$ cat src/rtl/nibble_serial_add_ctrl.sv
// Serial adder sequencer: one shared 4-bit full-adder slice adds NIBBLES*4-bit operands,
// one nibble per clock, least-significant nibble first, with a start/ready/done handshake.
module nibble_serial_add_ctrl #(
  parameter int unsigned NIBBLES = 4
) (
  input  logic                 clk,
  input  logic                 rst,
  input  logic                 start,
  input  logic [4*NIBBLES-1:0] A,
  input  logic [4*NIBBLES-1:0] B,
  input  logic                 cin,
  output logic                 ready,
  output logic                 busy,
  output logic                 done,
  output logic [4*NIBBLES-1:0] S,
  output logic                 C,
  output logic                 V
);

  localparam int unsigned W    = 4 * NIBBLES;
  localparam int unsigned CntW = $clog2(NIBBLES) + 1;

  typedef enum logic [1:0] {StIdle, StRun, StDone} state_e;

  state_e            state_q, state_d;
  logic [W-1:0]      a_q, a_d, b_q, b_d, s_q, s_d;
  logic              carry_q, carry_d, c_q, c_d, v_q, v_d;
  logic [CntW-1:0]   cnt_q, cnt_d;

  logic [3:0]        slice_sum;
  logic              slice_co, slice_c3;

  // Ripple slice of full-adder cells; bit 0 carry-in comes from the carry register.
  always_comb begin
    logic c;
    c         = carry_q;
    slice_c3  = 1'b0;
    slice_sum = 4'h0;
    for (int i = 0; i < 4; i++) begin
      if (i == 3) slice_c3 = c;
      slice_sum[i] = a_q[i] ^ b_q[i] ^ c;
      c            = (a_q[i] & b_q[i]) | (c & (a_q[i] ^ b_q[i]));
    end
    slice_co = c;
  end

  always_comb begin
    state_d = state_q;
    a_d     = a_q;
    b_d     = b_q;
    s_d     = s_q;
    carry_d = carry_q;
    c_d     = c_q;
    v_d     = v_q;
    cnt_d   = cnt_q;
    unique case (state_q)
      StIdle: begin
        if (start) begin
          a_d     = A;
          b_d     = B;
          carry_d = cin;
          cnt_d   = '0;
          s_d     = '0;
          c_d     = 1'b0;
          v_d     = 1'b0;
          state_d = StRun;
        end
      end
      StRun: begin
        for (int n = 0; n < int'(NIBBLES); n++) begin
          if (cnt_q == CntW'(n)) s_d[4*n +: 4] = slice_sum;
        end
        carry_d = slice_co;
        a_d     = a_q >> 4;
        b_d     = b_q >> 4;
        if (cnt_q == CntW'(NIBBLES - 1)) begin
          c_d     = slice_co;
          v_d     = slice_c3 ^ slice_co;
          cnt_d   = '0;
          state_d = StDone;
        end else begin
          cnt_d = cnt_q + CntW'(1);
        end
      end
      StDone: state_d = StIdle;
      default: state_d = StIdle;
    endcase
  end

  always_ff @(posedge clk) begin
    if (rst) begin
      state_q <= StIdle;
      a_q     <= '0;
      b_q     <= '0;
      s_q     <= '0;
      carry_q <= 1'b0;
      c_q     <= 1'b0;
      v_q     <= 1'b0;
      cnt_q   <= '0;
    end else begin
      state_q <= state_d;
      a_q     <= a_d;
      b_q     <= b_d;
      s_q     <= s_d;
      carry_q <= carry_d;
      c_q     <= c_d;
      v_q     <= v_d;
      cnt_q   <= cnt_d;
    end
  end

  assign ready = (state_q == StIdle);
  assign busy  = (state_q == StRun);
  assign done  = (state_q == StDone);
  assign S     = s_q;
  assign C     = c_q;
  assign V     = v_q;

endmodule
$ cat config.mk
export PLATFORM = sky130hd
export DESIGN_NAME = nibble_serial_add_ctrl
export DESIGN_NICKNAME = d
export VERILOG_FILES = /design/src/rtl/nibble_serial_add_ctrl.sv
export SDC_FILE = /design/constraint.sdc
export NUM_CORES = 1
export LEC_CHECK = 0
export CAP_MARGIN = 20
export CORE_MARGIN = 2
export CORE_UTILIZATION = 35
export DETAILED_ROUTE_END_ITERATION = 12
export GPL_TIMING_DRIVEN = 0
export PLACE_DENSITY_LB_ADDON = 0.25
export SLEW_MARGIN = 30
export SYNTH_ARGS = -nofsm -noshare
export SYNTH_HDL_FRONTEND = slang
export SYNTH_SLANG_ARGS = --single-unit
$ cat constraint.sdc
create_clock -name clk -period 4.25 [get_ports clk]
set_input_delay 0.85 -clock clk [delete_from_list [all_inputs] [get_ports clk]]
set_output_delay 0.85 -clock clk [all_outputs]
set_load 0.02 [all_outputs]
==> Word-level counts from Yosys, hierarchy flattened <==
Cells that the tools add are included.
{ "word_totals": {"reg_bits": 56, "input_bits": 36, "output_inout_bits": 21, "elab_cells": 75} }
{ "op_classes": {"n_addsub": 1, "n_eq_ne": 10, "muxes": 23, "bitwise": 21, "reduce_logical": 9} }
{ "ops": {"columns": ["op", "count"], "rows": [
  ["$pmux W16 S2", 3],
  ["$mux W16", 3],
  ["$mux W4", 4],
  ["$reduce_and A3 Y1", 4],
  ["$xor A1 B1 Y1", 9],
  ["$and A1 B1 Y1", 8],
  ["$ne A2 B1 Y1 const B", 4],
  ["$eq A3 B2 Y1 const B", 2],
  ["$mux W3", 2],
  ["$pmux W1 S2", 3],
  ["$pmux W3 S2", 1],
  ["$mux W1", 4],
  ["$mux W2", 2],
  ["$or A1 B1 Y1", 4],
  ["$pmux W2 S2", 1],
  ["$reduce_and A2 Y1", 2],
  ["$add A3 B1 Y3 const B", 1],
  ["$eq A3 B1 Y1 const B", 1],
  ["$logic_not A3 Y1", 1],
  ["$eq A2 B1 Y1 const B", 1],
  ["$eq A2 B2 Y1 const B", 1],
  ["$logic_not A2 Y1", 1],
  ["$ne A2 B2 Y1 const B", 1],
  ["$reduce_bool A2 Y1", 1]
]} }

==> Longest topological paths before layout <==
Gate-level depths: netlist of run 1.
{ "logic_depth": {"ltp_word": 12, "ltp_mapped": 8, "depth_no_buf": 8} }

==> Worst setup path before layout of run 1 <==
OpenSTA, ideal clock, no wires.
{ "synth_timing": {"kind": "flip-flop to flip-flop", "from": "register b_q[0]", "to": "register v_q, in the netlist V", "setup_ns": 0.117, "t_arrival_ns": 2.104, "t_required_ns": 4.133, "slack_ns": 2.030, "stages_incl_launch_ff": 9, "n_path_buf": 0, "period_less_slack_ns": 2.220, "cell_sequence": "dfxtp_1 > inv_1 > fa_1 > inv_1 > fa_1 > fa_1 > fa_1 > xor2_1 > a22o_1"} }
{ "synth_between": {"elab_chain_cells": 12, "elab_cells_between_ends": 13, "cone_classes": "mux (2); bitwise (11)"} }
{ "synth_rtl": {"columns": ["element", "line_no", "source"], "rows": [
  ["from (decl)", "26", "logic [W-1:0] a_q, a_d, b_q, b_d, s_q, s_d;"],
  ["from (signal assigned)", "94", "b_q <= '0;"],
  ["from (signal assigned)", "103", "b_q <= b_d;"],
  ["$xor A1 B1 Y1", "42", "c = (a_q[i] & b_q[i]) | (c & (a_q[i] ^ b_q[i]));"],
  ["$and A1 B1 Y1", "42", null],
  ["$or A1 B1 Y1 *", "42", null],
  ["$and A1 B1 Y1 *", "42", null],
  ["$or A1 B1 Y1 *", "42", null],
  ["$and A1 B1 Y1 *", "42", null],
  ["$or A1 B1 Y1 *", "42", null],
  ["$and A1 B1 Y1", "42", null],
  ["$or A1 B1 Y1", "42", null],
  ["$xor A1 B1 Y1 *", "78", "v_d = slice_c3 ^ slice_co;"],
  ["$mux W1 *", "76", "if (cnt_q == CntW'(NIBBLES - 1)) begin"],
  ["$pmux W1 S2 *", "56", "unique case (state_q)"],
  ["to (signal assigned)", "107", "v_q <= v_d;"],
  ["to (decl)", "27", "logic carry_q, carry_d, c_q, c_d, v_q, v_d;"]
]} }
Mark *: on every way between the ends. The rest lies on a longest branch, timed or not. The select of a mux whose other input is x is not followed.
A chain may end at the register's enable or synchronous reset.

==> Worst setup path in the final report of run 1 <==
{ "layout_timing": {"from": "register state_q[1]", "to": "output done"} }
{ "layout_between": {"elab_chain_cells": 1} }
{ "layout_rtl": {"columns": ["element", "line_no", "source"], "rows": [
  ["from (decl)", "25", "state_e state_q, state_d;"],
  ["from (signal assigned)", "92", "state_q <= StIdle;"],
  ["from (signal assigned)", "101", "state_q <= state_d;"],
  ["$eq A2 B2 Y1", "114", "assign done = (state_q == StDone);"],
  ["to (decl)", "14", "output logic done,"]
]} }
Every way passes these cells.

==> results of run 1 <==
[registers in the layout, indices dropped and copies added (netlist names)]
signal / cells
carry_q: 1
S: 16
C: 1
b_q: 16
state_q: 2
V: 1
cnt_q: 3
a_q: 16
[synth_stat cells]
library cell and number:
nand2_1 3, nand2b_1 22, or3b_2 10, a32o_1 9, buf_4 1, o221a_2 7
nor3b_1 2, o22ai_1 2, nor3b_4 1, o21ba_2 1, ha_1 4, nor3_2 3
a32oi_1 1, a211oi_1 1, a22o_1 9, nor3_1 18, mux2i_1 1, or2_2 1
or3b_1 8, nor4b_4 1, fa_1 4, inv_1 14, a22oi_1 6, clkbuf_1 5
inv_2 1, nor2b_1 4, a311oi_1 1, buf_6 4, nor2_1 40, buf_1 2
buf_2 12, nor4bb_1 3, xor2_1 1, a311oi_2 1, o21bai_2 1, nand3_1 1
a21oi_1 36, dfxtp_1 56
[cells by family after synthesis]
family	Yosys count	synth area share (%)
XOR/XNOR	1	0.323
AND/OR/NAND/NOR	117	25.8
AO/OA/AOI/OAI	75	20.2
multiplexers	1	0.369
adder cells (fa/ha/maj)	8	4.80
buffers and inverters	39	7.20
flip-flops	56	41.3
[critical path: cells and delay by family (launching register included)]
kind                   cells  cell delay (ps)
buffers and inverters      4             1470
and+or+nand+nor            1              200
DFF                        1              330
[routing by layer]
metal  track usage [%]  vias to the layer above  share of wire, %
met5                 0                        -                 0
met4              4.10                        0               1.1
met3              3.20                        9               5.1
met2              26.5                       67                47
met1              22.3                     1122                47
li1                  -                     1171                 -
[metrics by stage]
| stage | utilization (%) | total power, W | setup slack [ps] | instance area, sq um | hold slack (ps) |
|---|---|---|---|---|---|
| after floorplan | - | 0.000723 | 2030 | 2710 | 449 |
| after global placement | 44.6 | 0.000804 | 1410 | 3390 | 452 |
| after detailed placement | 44.6 | 0.000808 | 1420 | 3390 | 455 |
| after CTS | 45.6 | 0.00109 | 1060 | 3470 | 479 |
| after global routing | 45.6 | 0.00113 | 908 | 3470 | 491 |
| final | 45.6 | 0.00108 | 1090 | 3470 | 475 |
[layout by cell type (no fill, tap or decap), drive strengths merged, types with 2 or more instances in the layout]
cell type / Yosys / routed
dfxtp: 56 / 56
clkdlybuf4s50: 0 / 55
buf: 19 / 19
a22oi: 6 / 6
or3b: 18 / 18
a22o: 9 / 9
nand2b: 22 / 22
o221a: 7 / 7
a21oi: 36 / 36
fa: 4 / 4
clkbuf: 5 / 10
a311oi: 2 / 2
a32o: 9 / 9
nor3: 21 / 21
nor2b: 4 / 4
inv: 15 / 15
ha: 4 / 4
nor3b: 3 / 3
nor4bb: 3 / 3
nor2: 40 / 40
nand2: 3 / 3
o22ai: 2 / 2
[layout make-up]
class | instances | area share (%)
multi-input combinational | 202 | 40.2
clock inverter | 2 | 0.360
inverter | 15 | 1.62
buffer | 24 | 4.00
sequential | 56 | 32.3
timing repair buffer | 55 | 15.9
tap | 102 | 3.68
clock buffer | 5 | 1.98
[final timing paths]
check | depth (start not counted) | end | from | slack (ps)
worst max register to register | 7 | S[7] | b_q[0] | 1880
worst min register to register | 1 | S[2] | S[2] | 470
worst max-delay path | 5 | done | state_q[1] | 1090
worst min-delay path | 1 | S[2] | S[2] | 470
[power by group]
| part | internal, W | switching, W |
|---|---|---|
| logic | 0.000110 | 0.000111 |
| clock network | 0.000112 | 0.000174 |
| registers | 0.000555 | 0.0000192 |
| total | 0.000778 | 0.000304 |
==> summary.md, run 1 <==
| Metric | Value |
|---|---|
| Total number of vias | between 2000 and 2500 |
| First-pass GRT wire length | 11000 microns |
| Ranking of synthesized cells by area | dfxtp_1, a21oi_1, nor2_1 |
| Crit Path Category | reg2out |
| Clk slew on worst S/H paths | 100 ps |
| TritonCTS sink count | 56 |
| Hold/Removal Path Class | reg2reg |
| Bufs on Longest Clock Path | 2 |
| Cell leakage power | ~1.3 nW |
| Final Non-Filler Cells | 461 |
| Vias per inst | 5.14 |
| Worst-Skew Late Latency | 310 ps |
| Cts hold-fix bufs | 0 |
| Syn_nets | 341 |
| TritonCTS Buffers | 5 |
| PortBufs | 55 |
| Ant. Diodes | 0 |
| Crit path max fanout | 10 |
| GRT Total Usage | 16.3% |
| Worst Setup End Kind | primary output |
| Ys Warns | 0 |
| Worst-margin pin slew | 600 ps |
| I/O pins | 57 |
| Synthesis-to-finish area growth | 28.0% |
| Routed wire length | ~6800 microns |
| DR WL/cell | 14.8 microns |
| Filler Cells Inserted | 786 |
| Initial Util | between 30 and 40% |
| Status | finished, final reports clean |
| Syn Area/Cell | about 9.1 sq um |
| Post-synth top area share | around two fifths |
| DRT antenna net count | 0 |
| CTS tree | built |
| Multi-input logic area | 0.00140 sq mm |
| Placed Instances | between 400 and 500 |
| Max stage delay on crit path | 600 ps |
| Synth Register Bits | 56 |
| Initial antenna violation count | 0 |
| CTS H-tree lvls | 2 |
| Final setup viols | 0 |
| Share of layout cells above drive strength 1 | roughly 14% |
| Post-synth top area cell | dfxtp_1 |
| Core Area | 0.00761 sq mm |
| # Post-CTS Setup Buffers | 0 |
| Fin crit share | 74.4% |
| FP Rows | 32 |
| Crit path required time | 3400 ps |
| Clock root buffer | clkbuf_8 |
| First-iteration detailed-routing DRC count | 94 |
| Die area | ~0.0085 sq mm |
| Largest net degree at the start of global routing | 17 |
| Maximum achievable frequency | 316 MHz |
| Unrepaired setup endpoints after global routing | false |
| Peak VDD IR | about 0.11 mV |
| HPWL after DPL | 5010 microns |
| CP Cell Sequence | buf_6 -> buf_2 -> clkbuf_1 -> nor2b_1 -> clkdlybuf4s50_1 |
| Post-cts gate resize count | 0 |
| Die Y | just over 90 microns |
| Final min period | 3160 ps |
| Sequential share of the synthesized area | around two fifths |
| WP data arrival | around 2300 ps |
| Mapped cell area | between 0.002 and 0.003 sq mm |
| Clock Skew | 11.2 ps |
| DRC errors left | 0 |
| Relative slew margins | between 60% and 70% |
| Die width | 92.0 microns |
| Crit path max-delay cell type | clkdlybuf4s50_1 |
| Register Area | 0.00112 sq mm |
| Final Hold Fails | 0 |
| Yosys cell types | 38 |
| Grt total ovfl | 0 |
| Slew Limit Fails | 0 |
| Pre-antenna DRT Iters | 4 |
| Max Cap Viol | 0 |
| Routability Congestion | 0.812 |
| Synth Instances | between 200 and 300 |
| Nets | 403 |
| CP Launch Type | flip-flop |
| Setup_tns | 0 ps |
| PwrDens | 312 mW/mm^2 |
| Vias in the first global route | 2183 |
Power figures use the tool's default switching activity.
==> run 2, diff against run 1 <==
==> constraint.sdc (replaced) <==
create_clock -name clk -period 2.9 [get_ports clk]
set_input_delay 0.58 -clock clk [delete_from_list [all_inputs] [get_ports clk]]
set_output_delay 0.58 -clock clk [all_outputs]
set_load 0.02 [all_outputs]
==> run 2 against run 1 <==
  * Flip-flop and latch count stayed put
  * Global-route usage is 0.070 points lower
  * Clock-buffer cell count stayed put
  * Sequential power is 47% higher
  * Register-to-register slack worse by 1300 ps
  * Critical path type unchanged
  * Critical endpoint is now ready
==> summary.md, run 2 (synthesis gave the netlist of run 1 again) <==
| Metric | Value |
|---|---|
| Status | finished, final reports clean |
| Fin crit share | 90.4% |
| Crit Path Category | reg2out |
| DRT antenna net count | 0 |
| I/O pins | 57 |
| Die area | 0.00847 sq mm |
| Final min period | 2620 ps |
| DR WL/cell | 14.8 microns |
| Slew Limit Fails | 0 |
| Worst-margin pin slew | 535 ps |
| Hold endpoint | S[2] |
| CP Launch Type | flip-flop |
| Most common cell after layout, fill and taps aside | dfxtp_1 |
| PwrDens | 456 mW/mm^2 |
| Design area | 0.00347 sq mm |
| Hold path depth | 1 |
| Peak VDD IR | 0.166 mV |
| Die width | 92.0 microns |
| GRT Total Usage | 16.3% |
| Die Y | 92.0 microns |
| Internal reg-to-reg setup slack | roughly 530 ps |
| Crit path top cell by count | buf_2 |
| Final setup viols | 0 |
| Clock Skew | 9.51 ps |
| Pre-CTS setup slack | around 340 ps |
| Most frequent cells in the layout | dfxtp_1, clkdlybuf4s50_1, nor2_1 |
| CP Cell Sequence | buf_4 -> buf_2 -> buf_2 -> nor2_1 -> clkdlybuf4s50_1 |
| Initial antenna violation count | 0 |
| First-pass GRT wire length | between 10000 and 15000 microns |
| PortBufs | 55 |
| Max Cap Viol | 0 |
| Maximum achievable frequency | ~380 MHz |
| Max stage delay on crit path | 540 ps |
| Nets | 402 |
| WP data arrival | a little over 2000 ps |
| Clock root buffer | clkbuf_8 |
| Vias in the first global route | roughly 2200 |
| Min-delay src | S[2] |
| Bufs on Longest Clock Path | 2 |
| Grt total ovfl | 0 |
| Pre-antenna DRT Iters | 4 |
| CTS tree | built |
| Reg2reg end | S[7] |
| Routed wire length | between 6000 and 7000 microns |
| Filler Cells Inserted | 786 |
| Unrepaired setup endpoints after global routing | false |
| DRC errors left | 0 |
| HPWL after DPL | ~5000 microns |
| FP Rows | 32 |
| Ant. Diodes | 0 |
| TritonCTS Buffers | 5 |
| Synthesis-to-finish area growth | 27.9% |
| Vias per inst | between 5 and 6 |
| Cell leakage power | 1.33 nW |
| Initial Util | 35.7% |
| Worst-Skew Late Latency | 310 ps |
| Placed Instances | 454 |
| Setup_tns | 0 ps |
| Routability Congestion | 0.812 |
| First-iteration detailed-routing DRC count | roughly 100 |
| Worst r2r path cells | 7 |
| Crit path max-delay cell type | clkdlybuf4s50_1 |
| Total power | 0.00158 W |
| Reg2reg start | b_q[0] |
| Cts hold-fix bufs | 0 |
| Crit path max fanout | 10 |
| Largest net degree at the start of global routing | 20 |
| Clk slew on worst S/H paths | 90 ps |
| Core Area | approximately 0.0076 sq mm |
| Hold/Removal Path Class | reg2reg |
| CTS H-tree lvls | 2 |
| Multi-input logic area | roughly 0.0014 sq mm |
| TritonCTS sink count | between 50 and 60 |
| # Post-CTS Setup Buffers | 0 |
| Share of layout cells above drive strength 1 | 14.2% |
| Post-route setup slack | approximately 280 ps |
| Final Hold Fails | 0 |
| Final Non-Filler Cells | 460 |
| Relative slew margins | 64.3% |
| Crit path required time | ~2300 ps |
| Register Area | 0.00112 sq mm |
| Total number of vias | 2349 |
| Placed cell area | 0.00339 sq mm |
| Worst Setup End Kind | primary output |
## run 2: where the power goes
part           switching, W  internal (W)  total [W]
logic              0.000164      0.000162   0.000326
registers         0.0000280      0.000814   0.000842
clock network      0.000251      0.000164   0.000415
total              0.000443       0.00114    0.00158
## run 2: worst max-delay path: cells and delay by family (launching register included)
kind | cells | cell delay (ps)
buffers and inverters | 4 | 1290
flip-flops | 1 | 370
AND/OR/NAND/NOR | 1 | 70
## run 2: worst max path at each step
stage,start,endpoint
global route,state_q[0],done
detailed placement,state_q[1],done
finish,state_q[0],ready
CTS,state_q[0],ready
floorplan,b_q[0],V
global placement,state_q[1],done
## run 2: area by class of cell
class,instances,area share [%]
plain buffers,23,3.90
clock buffers,5,1.98
clock inverters,2,0.361
inverters,15,1.62
multi-input cells,202,40.3
flip-flops and latches,56,32.3
well taps,102,3.68
repair buffers,55,15.9
## run 2: metrics by stage
stage	hold slack (ps)	utilization (%)
floorplan	449	-
global placement	452	44.6
detailed placement	455	44.6
CTS	479	45.6
global route	491	45.6
finish	474	45.6
## run 2: layer usage
layer	up-vias	GRT usage [%]	wire [microns]
met3	9	3.20	306
met5	-	0	0
li1	1166	-	-
met1	1116	22.3	3280
met2	58	26.3	3140
met4	0	4.10	76
## run 2: what timing repair did
item / 4_1_cts / 5_1_grt
endpoints found under the setup margin: 1 / 0
resized for setup: 0 / 0
endpoints found under the hold margin: 0 / 0
